File: config.mk
export PLATFORM = sky130hd
export DESIGN_NAME = disp_scan_ctrl
export DESIGN_NICKNAME = d
export VERILOG_FILES = /design/src/rtl/disp_scan_ctrl.sv
export SDC_FILE = /design/constraint.sdc
export NUM_CORES = 1
export LEC_CHECK = 0
export CAP_MARGIN = 20
export CORE_ASPECT_RATIO = 0.5
export CORE_UTILIZATION = 40
export DETAILED_ROUTE_END_ITERATION = 12
export PLACE_DENSITY = 0.69
export SETUP_SLACK_MARGIN = 0.2
export SYNTH_ARGS = -nofsm -noshare
export SYNTH_HDL_FRONTEND = slang
export SYNTH_SLANG_ARGS = --single-unit
File: constraint.sdc
create_clock -name clk -period 5 [get_ports clk]
set_input_delay 1 -clock clk [delete_from_list [all_inputs] [get_ports clk]]
set_output_delay 1 -clock clk [all_outputs]
set_load 0.005 [all_outputs]
File: src/rtl/disp_scan_ctrl.sv
// Four-digit seven-segment scan controller: captures an 8-bit ALU result,
// converts it to signed/blanked BCD with a sequential double-dabble and multiplexes the digits.
module disp_scan_ctrl #(
   parameter int unsigned SCAN_DIV = 50000
) (
   input  logic       clk,
   input  logic       rst_n,
   input  logic [7:0] value,
   input  logic       sgn,
   input  logic       ovf,
   input  logic       load,
   output logic       busy,
   output logic [3:0] nib,
   output logic [3:0] an
);

   localparam int unsigned CW = $clog2(SCAN_DIV);
   localparam logic [CW-1:0] LAST = CW'(SCAN_DIV - 1);

   typedef enum logic [1:0] {
      IDLE,
      CONV,
      COMMIT
   } state_e;

   state_e      state_q, state_d;
   logic [7:0]  bin_q, bin_d;
   logic [11:0] bcd_q, bcd_d;
   logic [2:0]  bitCnt_q, bitCnt_d;
   logic        neg_q, neg_d;
   logic        ovf_q, ovf_d;
   logic        busy_q, busy_d;
   logic [15:0] dig_q, dig_d;

   logic [CW-1:0] scanCnt_q, scanCnt_d;
   logic [1:0]    idx_q, idx_d;
   logic [3:0]    an_q, an_d;
   logic [3:0]    nib_q, nib_d;

   logic          tick;
   logic [1:0]    idxNext;
   logic [11:0]   bcdAdj;
   logic [3:0]    hund, tens, ones;

   function automatic logic [3:0] add3(input logic [3:0] d);
      return (d >= 4'd5) ? d + 4'd3 : d;
   endfunction

   // Conversion FSM: capture magnitude, eight shift-add-3 steps, then write the digit registers.
   always_comb begin
      state_d  = state_q;
      bin_d    = bin_q;
      bcd_d    = bcd_q;
      bitCnt_d = bitCnt_q;
      neg_d    = neg_q;
      ovf_d    = ovf_q;
      busy_d   = busy_q;
      dig_d    = dig_q;
      bcdAdj   = {add3(bcd_q[11:8]), add3(bcd_q[7:4]), add3(bcd_q[3:0])};
      hund     = bcd_q[11:8];
      tens     = bcd_q[7:4];
      ones     = bcd_q[3:0];
      case (state_q)
         IDLE: begin
            if (load) begin
               state_d  = CONV;
               busy_d   = 1'b1;
               neg_d    = sgn & value[7];
               ovf_d    = ovf;
               bin_d    = (sgn & value[7]) ? (~value + 8'd1) : value;
               bcd_d    = 12'd0;
               bitCnt_d = 3'd0;
            end
         end
         CONV: begin
            bcd_d    = {bcdAdj[10:0], bin_q[7]};
            bin_d    = {bin_q[6:0], 1'b0};
            bitCnt_d = bitCnt_q + 3'd1;
            if (bitCnt_q == 3'd7) begin
               state_d = COMMIT;
            end
         end
         COMMIT: begin
            state_d = IDLE;
            busy_d  = 1'b0;
            if (ovf_q) begin
               dig_d = 16'hFFFB;
            end else begin
               // Leading zeros blank; the units digit always shows.
               dig_d[15:12] = neg_q ? 4'hA : 4'hF;
               dig_d[11:8]  = (hund == 4'd0) ? 4'hF : hund;
               dig_d[7:4]   = ((hund == 4'd0) && (tens == 4'd0)) ? 4'hF : tens;
               dig_d[3:0]   = ones;
            end
         end
         default: state_d = IDLE;
      endcase
   end

   // Free-running prescaler and digit multiplexer; an and nib always move together on a tick.
   always_comb begin
      tick      = (scanCnt_q == LAST);
      idxNext   = idx_q + 2'd1;
      scanCnt_d = tick ? '0 : scanCnt_q + CW'(1);
      idx_d     = idx_q;
      an_d      = an_q;
      nib_d     = nib_q;
      if (tick) begin
         idx_d = idxNext;
         an_d  = ~(4'b0001 << idxNext);
         nib_d = dig_q[{idxNext, 2'b00} +: 4];
      end
   end

   always_ff @(posedge clk or negedge rst_n) begin
      if (!rst_n) begin
         state_q   <= IDLE;
         bin_q     <= 8'd0;
         bcd_q     <= 12'd0;
         bitCnt_q  <= 3'd0;
         neg_q     <= 1'b0;
         ovf_q     <= 1'b0;
         busy_q    <= 1'b0;
         dig_q     <= 16'hFFFF;
         scanCnt_q <= '0;
         idx_q     <= 2'd0;
         an_q      <= 4'b1110;
         nib_q     <= 4'hF;
      end else begin
         state_q   <= state_d;
         bin_q     <= bin_d;
         bcd_q     <= bcd_d;
         bitCnt_q  <= bitCnt_d;
         neg_q     <= neg_d;
         ovf_q     <= ovf_d;
         busy_q    <= busy_d;
         dig_q     <= dig_d;
         scanCnt_q <= scanCnt_d;
         idx_q     <= idx_d;
         an_q      <= an_d;
         nib_q     <= nib_d;
      end
   end

   assign busy = busy_q;
   assign nib  = nib_q;
   assign an   = an_q;

endmodule

Word-level counts from Yosys, hierarchy flattened
Index checks and enable logic that the tools add are counted.

Register bits: 70. Output and inout port bits: 9. Word-level logic and storage cells: 63.

Add/sub/neg operators: 7. Magnitude comparators: 3. Equality and inequality tests: 6. Shift operators: 2. Multiplexer cells: 20. Bitwise gates (word level): 3. Reduce and logical (&&, ||, !) cells: 10.

Operators with widths (count): $pmux 12 s2 (1); $add 16x1->16 const B (1); $eq 16x16->1 const B (1); $mux 16 (1); $mux 4 (4); $mux 8 (2); $pmux 8 s2 (1); $shiftx 16x5->4 (1); $mux 15 (1); $ge 4x3->1 const B (3); $mux 12 (1); $mux 3 (3); $add 4x2->4 const B (2); $add 8x1->8 const B (1); $logic_not 4->1 (2); $not 8->8 (1); $reduce_and 2->1 (4); $pmux 3 s2 (1); $mux 2 (2); $ne 2x2->1 const B (2); $not 4->4 (1); $pmux 2 s2 (1); $reduce_bool 2->1 (2); $shl 1x2->4 const A (1); other kinds (11) (11).

Logic depth before layout (Yosys ltp)
Gate-level depths: netlist of run 1.

Word-level depth: 5. Depth in mapped cells: 8. Depth with buffers taken out: 6.

Worst setup path before layout of run 1
No wires, ideal clock.

Kind: input to register. Start point: input port value[4]. End point: register bin_q[6]. Data arrival time: 1688 ps. Path slack: 3179 ps. Stages: 4. Cell sequence: nor4_1 -> a211oi_1 -> a31oi_1 -> o21ai_0.

Word-level cells in the longest chain between the ends: 5.

RTL lines: from (decl) (line 8) `input logic [7:0] value,`; $not 8->8 (line 70) `bin_d = (sgn & value[7]) ? (~value + 8'd1) : value;`; $add 8x1->8 (line 70); $mux 8 (line 70); $mux 8 (line 65) `if (load) begin`; $pmux 8 s2 (line 63) `case (state_q)`; to (signal assigned) (line 131) `bin_q <= bin_d;`; to (decl) (line 27) `logic [7:0] bin_q, bin_d;`.

Every way passes these cells. The select of a mux whose other input is x is not followed. A chain may end at the register's enable or synchronous reset.

Worst setup path in the final report of run 1
Start point: register nib_q[3], in the netlist nib[3]. End point: output port nib[3].

RTL lines: from (decl) (line 38) `logic [3:0] nib_q, nib_d;`; from (signal assigned) (line 141) `nib_q <= nib_d;`; to (decl) (line 13) `output logic [3:0] nib,`.

No word-level cell between the ends.

==> metrics, run 1 <==
status=finished, final reports clean; WL/cell=14.4 um; Final Wtd Congestion=0.819; Reg-to-Reg Start=state_q[0]; worst-margin pin slew=1.08 ns; RSZ-0062 raised after global routing=false; syn_nets=350; final hold vios=0; Largest stage delay, worst path=0.53 ns; main area contributors after synthesis=dfrtp_1 (35%), dfstp_2 (16%), ha_1 (5.6%), nand2_1 (4.2%), xnor2_1 (3.4%); VDD IR max=212 uV; cell taking the most area after synthesis=dfrtp_1; max-cap violation count=0; Final min period=2.35 ns; Synth Area in Simple Gates=17.3%; post-synthesis area per instance=10.4 um^2; CTS clk-pin slew, worst paths=0.05 ns; Synth Warn #=0; CTS root buffer=clkbuf_16; Tcrit/Tclk final=47.0%; top cell type's share of synthesized area=35.3%; Post-Route WL=6.62 mm; IO Pins=22; Max Buffers Root-to-Sink=2; die width=131 um; hold depth=2; global route overflow=0; CTS Hold Buffers Added=0; Fillers=733; Total Negative Setup Slacks=0 ns; worst hold path type=register to register; Critical-path top delay cell=dfstp_2; Port Buffers=21; Post-Synth Adder-Cell Area=5.63%; CP Launch Type=register; Std-Cell Rows=23; synthesized area=3340 um^2; antenna viol nets, final=0; CP required=4.00 ns; total power=2.09 mW; Top FF cell, synth=dfrtp_1; Clock Skews=0.00924 ns; RR Endpoint=bin_q[4]; Reg2Reg Depth=4; Core Footprint=8030 um^2; Detailed Route Iter0 Violations=177; Worst R2R Setup Slack=2.77 ns; n_diodes=0; Initial Util=41.5%; area of the multi-input gates=1520 um^2; Synth Area in Compound Gates=13.9%; final instance area=3960 um^2; Worst Path Max Fanout=2; latest clock arrival within the worst-skew pair=0.33 ns; via count=2,450; Peak Freq=426 MHz; hold slack=0.461 ns; register area=1700 um^2; top-count cell post-synth=dfrtp_1; largest net degree at the start of global routing=68; DIE AREA=8730 um^2; drt first pass iters=4; Hold EP=nib[1]; Cell variety after synth=48; leakage=1.63 nW; Critical Path End Type=output pin; final setup vio count=0; largest family of logic cells by synthesized area=simple AND/OR/NAND/NOR gates; GR Util All Layers=16.7%; post-layout util=49.3%; via count of the first global-routing pass=2,373; post_cts resized=0; XOR/XNOR Fraction of Synth Area=5.25%; PwrDens=529 nW/um^2; hold wc startpoint=nib[1]; area delta synth->final=18.6%; Critical Path AT=1.35 ns; initial antenna violation count=0; crit path buf inv count=1; CTS tree=done; Worst path top cell family by delay=flip-flops; Seq/Total Area, Yosys=51.0%; Post-route DRC=0; global-route wire length before repair=11.3 mm; TritonCTS Buffers=9; #FFs+latches synth=67; share of synthesized registers carrying an async set or reset=100%; Setup Buffers After CTS=0; area of placed instances=3640 um^2; post-synthesis mux area share=3.68%; worst-path cell chain=clkdlybuf4s50_1; Slew Limit Fails=0; Slew headroom=28.2%; Post-Synthesis Cells=322; Via density=5.31; clk sink count=67; Post-synth EDFFs=0; Die Height=66.6 um; DP HPWL=4.65 mm; Layout Nets=372; layout cells sized above 1=12.9%; CTS H-tree depth=3; most frequent cells after synthesis=dfrtp_1 (47), nand2_1 (37), nor2_1 (22); crit path kind=register to output pin
[cell type report]
cell class / instances / share of cell area, %
clock buffer: 14 / 6.42
inverter: 13 / 1.23
sequential: 67 / 43.0
multi-input combinational: 229 / 38.5
timing repair buffer: 24 / 5.76
tap: 112 / 3.54
clock inverter: 2 / 1.52
[state kept, by name, summed over array words and instances (netlist names)]
register	cells
state_q	2
an	4
dig_q	13
busy	1
neg_q	1
bitCnt_q	3
nib	4
scanCnt_q	16
bin_q	8
ovf_q	1
idx_q	2
bcd_q	12
[where the power goes]
| group | leakage [nW] | total, mW | switching (mW) | internal [mW] |
|---|---|---|---|---|
| Combinational | 0.670 | 0.562 | 0.309 | 0.252 |
| Clock | 0.151 | 0.669 | 0.218 | 0.451 |
| Sequential | 0.811 | 0.862 | 0.133 | 0.728 |
| Total | 1.63 | 2.09 | 0.661 | 1.43 |
[layout by cell type, fill, tap and decap left out, types with 9 or more instances in the layout]
| master | n |
|---|---|
| o21ai_1 | 13 |
| clkbuf_16 | 9 |
| xnor2_1 | 13 |
| nand2_1 | 37 |
| dfrtp_1 | 47 |
| nand3_1 | 14 |
| o21ai_0 | 18 |
| ha_1 | 15 |
| nor2_1 | 22 |
| inv_1 | 13 |
| dfstp_2 | 20 |
| clkdlybuf4s50_1 | 20 |
[worst min-delay path, delay by kind of cell, from the launching register on]
kind / cells / cell delay, ns
compound gates: 1 / 0.05
flops: 1 / 0.36
simple gates: 1 / 0.04
[cell families after synthesis]
group / Yosys count
flops: 67
compound gates: 73
simple gates: 112
buf+inv: 26
fa+ha+maj: 15
mux: 9
xor+xnor: 20
[through the flow]
stage | std cells | worst slack [ns]
2_1_floorplan | 322 | 3.18
3_3_place_gp | 444 | 2.42
3_5_place_dp | 445 | 2.29
4_1_cts | 461 | 2.63
5_1_grt | 461 | 2.52
6_report | 461 | 2.65
[layer usage]
| layer | GRT usage [%] | up-vias | share of wire (%) |
|---|---|---|---|
| met5 | 0 | - | 0 |
| met3 | 6.09 | 12 | 3.9 |
| li1 | - | 1199 | - |
| met1 | 20.4 | 1192 | 49 |
| met2 | 27.0 | 47 | 45 |
| met4 | 7.35 | 0 | 2.0 |
[worst max path at each step]
stage	from	to	slack [ns]	cells after the start
finish	nib[3]	nib[3]	2.65	1
global route	load	bin_q[1]	2.52	6
global placement	load	bcd_q[11]	2.42	6
detailed placement	load	bin_q[4]	2.29	6
CTS	nib[3]	nib[3]	2.63	1
floorplan	value[4]	bin_q[6]	3.18	4
Note: power is estimated with default switching activity, not from simulation.
==> inputs of run 2 (changes only) <==
==> constraint.sdc (replaced) <==
create_clock -name clk -period 2.4 [get_ports clk]
set_input_delay 0.48 -clock clk [delete_from_list [all_inputs] [get_ports clk]]
set_output_delay 0.48 -clock clk [all_outputs]
set_load 0.005 [all_outputs]
==> run 2 against run 1 <==
  * Global-route usage up 0.91 points
  * Power up 100%
  * Sequential power up 110%
  * Clock skew down 0.0012 ns
  * Die area unchanged
  * Register-to-register slack worse by 2.2 ns
  * Critical path type is now register to register
  * Largest power group unchanged
==> metrics, run 2 (same netlist as run 1, synthesis figures left out) <==
met3 Usage GRT=5.10%; M2 GR Usage=30.4%; status=finished, final reports clean; DP HPWL=4.73 mm; Core Footprint=8030 um^2; Fillers=707; final instance area=3970 um^2; CTS root buffer=clkbuf_16; NetSw=1.36 mW; initial antenna violation count=0; crit path buf inv count=0; global route overflow=0; Critical Path AT=2.05 ns; switching share of power=31.8%; CTS Hold Buffers Added=0; worst-margin pin slew=0.838 ns; Die Height=66.6 um; Int Pwr=2.91 mW; PwrDens=1070 nW/um^2; WL/cell=14.4 um; area of placed instances=3660 um^2; Tcrit/Tclk final=77.4%; layout cells sized above 1=14.2%; Total Negative Setup Slacks=0 ns; Slew headroom=44.2%; TritonCTS Buffers=9; worst hold path type=input pin to async pin; Worst Path Max Fanout=17; most flop-heavy register=scanCnt_q; n_diodes=0; final hold vios=0; largest net degree at the start of global routing=29; Slew Limit Fails=0; die width=131 um; top flop regs=scanCnt_q: 16 flops, dig_q: 13 flops, bcd_q: 12 flops; Max Buffers Root-to-Sink=2; Post-route DRC=0; Port Buffers=21; CTS tree=done; area of the multi-input gates=1530 um^2; CP Launch Type=register; Critical Path End Type=register; CTS clk-pin slew, worst paths=0.05 ns; area delta synth->final=18.9%; final setup vio count=0; Worst path top cell family by delay=simple AND/OR/NAND/NOR gates; global-route layer with the greatest usage=met2; crit path kind=register to register; RSZ-0062 raised after global routing=false; clk sink count=67; Std-Cell Rows=23; Peak Freq=538 MHz; CTS H-tree depth=3; clock share of power=30.4%; register area=1700 um^2; Final Wtd Congestion=0.817; latest clock arrival within the worst-skew pair=0.33 ns; max reg flops=16; via count=2,453; leakage=1.65 nW; DIE AREA=8730 um^2; IO Pins=22; worst-path cell chain=ha_1 -> and3_1 -> nand4_2 -> o311ai_1 -> o41ai_1; Final min period=1.86 ns; max-cap violation count=0; Layout Nets=375; Largest stage delay, worst path=0.44 ns; Critical-path top delay cell=dfrtp_1; Detailed Route Iter0 Violations=191; CP required=2.59 ns; commonest cells after routing, fill and taps aside=dfrtp_1 (47), nand2_1 (37), nor2_1 (22); Post-Route WL=6.70 mm; Reg power frac=41.9%; Initial Util=41.5%; global-route wire length before repair=11.9 mm; Via density=5.29; antenna viol nets, final=0; GR Util All Layers=17.7%; M1 GR Usage=20.9%; Comb pwr share=27.7%; Clock Skews=0.00800 ns; via count of the first global-routing pass=2,486; VDD IR max=401 uV; commonest non-fill, non-tap cell in the layout=dfrtp_1; drt first pass iters=4
==> run 2: cell count changes in the layout (fill, tap and decap cells not counted), sizes merged <==
cell / previous run / this run
buf: 4 / 7
bufinv: 2 / 1
clkinv: 0 / 1
==> run 2: path summary, 6_finish.rpt <==
path	startpoint	to	slack (ns)	cells after the start
max	scanCnt_q[0]	scanCnt_q[14]	0.54	5
min	rst_n	scanCnt_q[8]	0.12	1
max reg2reg	scanCnt_q[0]	scanCnt_q[14]	0.54	5
min reg2reg	neg_q	dig_q[12]	0.46	1
max in group asynchronous	rst_n	bcd_q[8]	1.52	2
min in group clk	neg_q	dig_q[12]	0.46	1
==> run 2: per-layer routing <==
metal | routed length [um] | share of wire, % | up-vias
li1 | - | - | 1208
met1 | 3130 | 47 | 1192
met2 | 3220 | 48 | 42
met3 | 236 | 3.5 | 11
met4 | 106 | 1.6 | 0
met5 | 0 | 0 | -
==> run 2: final cells by class <==
class / instances / area share (%)
multi-input cells: 229 / 38.5
flip-flops and latches: 67 / 42.9
repair buffers: 27 / 6.31
clock inverters: 2 / 0.883
inverters: 13 / 1.23
well taps: 112 / 3.53
clock buffers: 14 / 6.66
==> run 2: power by group through the flow <==
stage | combinational [mW] | clock, mW | sequential [mW]
after floorplan | 0.933 | 0 | 1.70
after global placement | 1.11 | 0 | 1.78
after detailed placement | 1.19 | 0 | 1.80
after CTS | 1.19 | 1.33 | 1.78
after global routing | 1.36 | 1.38 | 1.83
final | 1.18 | 1.30 | 1.79
==> run 2: through the flow <==
stage	power (mW)	setup WS (ns)	std cells	utilization [%]	hold WS, ns
after floorplan	2.63	0.744	322	-	0.184
after global placement	2.89	0.402	448	45.6	0.421
after detailed placement	2.98	0.286	448	45.6	0.444
after CTS	4.30	0.288	464	49.4	0.139
after global routing	4.57	0.359	464	49.4	0.149
final	4.26	0.542	464	49.4	0.121
==> run 2: timing repair <==
item,in CTS,in global routing
setup endpoints to repair,0,11
setup buffers,0,0
resized for setup,0,1
==> inputs of run 3 (changes only) <==
==> constraint.sdc (replaced) <==
create_clock -name clk -period 1.95 [get_ports clk]
set_input_delay 0.39 -clock clk [delete_from_list [all_inputs] [get_ports clk]]
set_output_delay 0.39 -clock clk [all_outputs]
set_load 0.005 [all_outputs]
==> run 3 against run 2 <==
  * Combinational power increased by 28%
  * Clock skew decreased by 0.0023 ns
  * Fmax increased by 13%
  * Hold slack improved by 0.32 ns
  * Cell area increased by 3.1%
  * Global-route usage decreased by 0.51 points
  * Power increased by 30%
  * Non-clock buffer count increased by 8
  * Critical path depth increased by 1
  * Highest routed layer unchanged
  * Critical endpoint is now bcd_q[2]
  * Sequential cell count unchanged
  * Clock power increased by 41%
==> metrics, run 3 (same netlist as run 1, synthesis figures left out) <==
Post-route DRC=0; Layout Nets=383; Initial Util=41.5%; WL/cell=14.2 um; Port Buffers=21; Final min period=1.64 ns; Final Wtd Congestion=0.848; global-route wire length before repair=11.4 mm; layout cells sized above 1=17.8%; CTS tree=done; Slew Limit Fails=0; Total Negative Setup Slacks=0 ns; GR Util All Layers=17.1%; DIE AREA=8730 um^2; Die Height=66.6 um; Worst Path Max Fanout=4; via count=2,442; max-cap violation count=0; Max Buffers Root-to-Sink=2; CP required=2.21 ns; commonest non-fill, non-tap cell in the layout=dfrtp_1; clk sink count=67; Via density=5.17; commonest cells after routing, fill and taps aside=dfrtp_1 (47), nand2_1 (37), nor2_1 (22); # placed instances=453; global route overflow=0; Peak Freq=609 MHz; leakage=1.74 nW; TritonCTS Buffers=9; via count of the first global-routing pass=2,502; most flop-heavy register=scanCnt_q; Critical Path AT=1.90 ns; drt first pass iters=4; latest clock arrival within the worst-skew pair=0.34 ns; Detailed Route Iter0 Violations=136; Critical Path End Type=register; final hold vios=0; Tcrit/Tclk final=84.1%; Core Footprint=8030 um^2; CTS clk-pin slew, worst paths=0.06 ns; worst hold path type=input pin to async pin; initial antenna violation count=0; Std-Cell Rows=23; VDD IR max=508 uV; die width=131 um; antenna viol nets, final=0; max reg flops=16; CTS H-tree depth=3; Clock Skews=0.00569 ns; Final Non-Filler Cells=472; Slew headroom=57.2%; final setup vio count=0; Worst R2R Setup Slack=0.31 ns; IO Pins=22; RSZ-0062 raised after global routing=true; status=finished, final reports clean; top flop regs=scanCnt_q: 16 flops, dig_q: 13 flops, bcd_q: 12 flops; Post-Route WL=6.69 mm; largest net degree at the start of global routing=61; crit path kind=register to register; n_diodes=0; worst-margin pin slew=0.640 ns; PwrDens=1360 nW/um^2; CTS root buffer=clkbuf_16; CP Launch Type=register; area delta synth->final=22.6%; DP HPWL=4.73 mm
-- run 3: changes by cell type in the layout (fill, tap and decap cells not counted), moves of 2 or more --
cell / previous run / this run
clkdlybuf4s50_1: 20 / 13
dlygate4sd2_1: 0 / 7
buf_4: 6 / 12
a21oi_1: 8 / 5
a21oi_2: 0 / 3
clkbuf_1: 3 / 0
bufinv_16: 1 / 3
clkbuf_8: 2 / 0
-- run 3: final timing paths --
path,start,cells past startpoint,end
min in group clk,neg_q,1,dig_q[12]
max in group asynchronous,rst_n,3,dig_q[0]
setup / recovery,bcd_q[0],6,bcd_q[2]
hold reg to reg,neg_q,1,dig_q[12]
hold / removal,rst_n,2,scanCnt_q[6]
setup reg to reg,bcd_q[0],6,bcd_q[2]
-- run 3: critical path, stage by stage (launching register included) --
cell and delay, ns:
dfrtp_1 0.40, inv_1 0.15, ha_1 0.23, nand2b_1 0.09
a21oi_2 0.21, mux2_2 0.35, o21ai_0 0.13
-- run 3: layer usage --
| metal | track usage, % | part of all wire [%] | wire [um] | up-vias |
|---|---|---|---|---|
| met4 | 7.21 | 1.6 | 106 | 0 |
| met1 | 19.5 | 47 | 3150 | 1174 |
| li1 | - | - | - | 1219 |
| met2 | 30.1 | 47 | 3160 | 38 |
| met5 | 0 | 0 | 0 | - |
| met3 | 5.94 | 4.2 | 278 | 11 |
-- run 3: cell type report --
cell class | instances | area [um^2]
clock inverter | 7 | 116
multi-input combinational | 229 | 1540
tap | 112 | 140
timing repair buffer | 35 | 317
inverter | 13 | 48.8
sequential | 67 | 1700
clock buffer | 9 | 225
fill | 711 | 3940
-- run 3: stage by stage --
| stage | area [um^2] | setup WS (ns) | power [mW] | util [%] | hold WS, ns |
|---|---|---|---|---|---|
| 2_1_floorplan | 3340 | 0.294 | 3.24 | - | 0.0944 |
| 3_3_place_gp | 3710 | 0.111 | 3.59 | 46.3 | 0.246 |
| 3_5_place_dp | 3710 | 0.0141 | 3.69 | 46.3 | 0.252 |
| 4_1_cts | 4060 | 0.245 | 5.54 | 50.5 | 0.439 |
| 5_1_grt | 4090 | 0.185 | 5.91 | 50.9 | 0.473 |
| 6_report | 4090 | 0.309 | 5.54 | 50.9 | 0.441 |
-- run 3: power breakdown --
part | total, mW | switching [mW] | leakage [nW] | internal, mW
sequential | 2.20 | 0.335 | 0.811 | 1.87
combinational | 1.51 | 0.803 | 0.762 | 0.708
clock | 1.83 | 0.587 | 0.165 | 1.24
-- run 3: repair_timing --
action | 4_1_cts | 5_1_grt
endpoints found under the setup margin | 7 | 11
gates resized for setup | 7 | 5
setup buffers | 0 | 2
hold buffers | 1 | 0
pin swaps | 0 | 0
endpoints found under the hold margin | 7 | 0
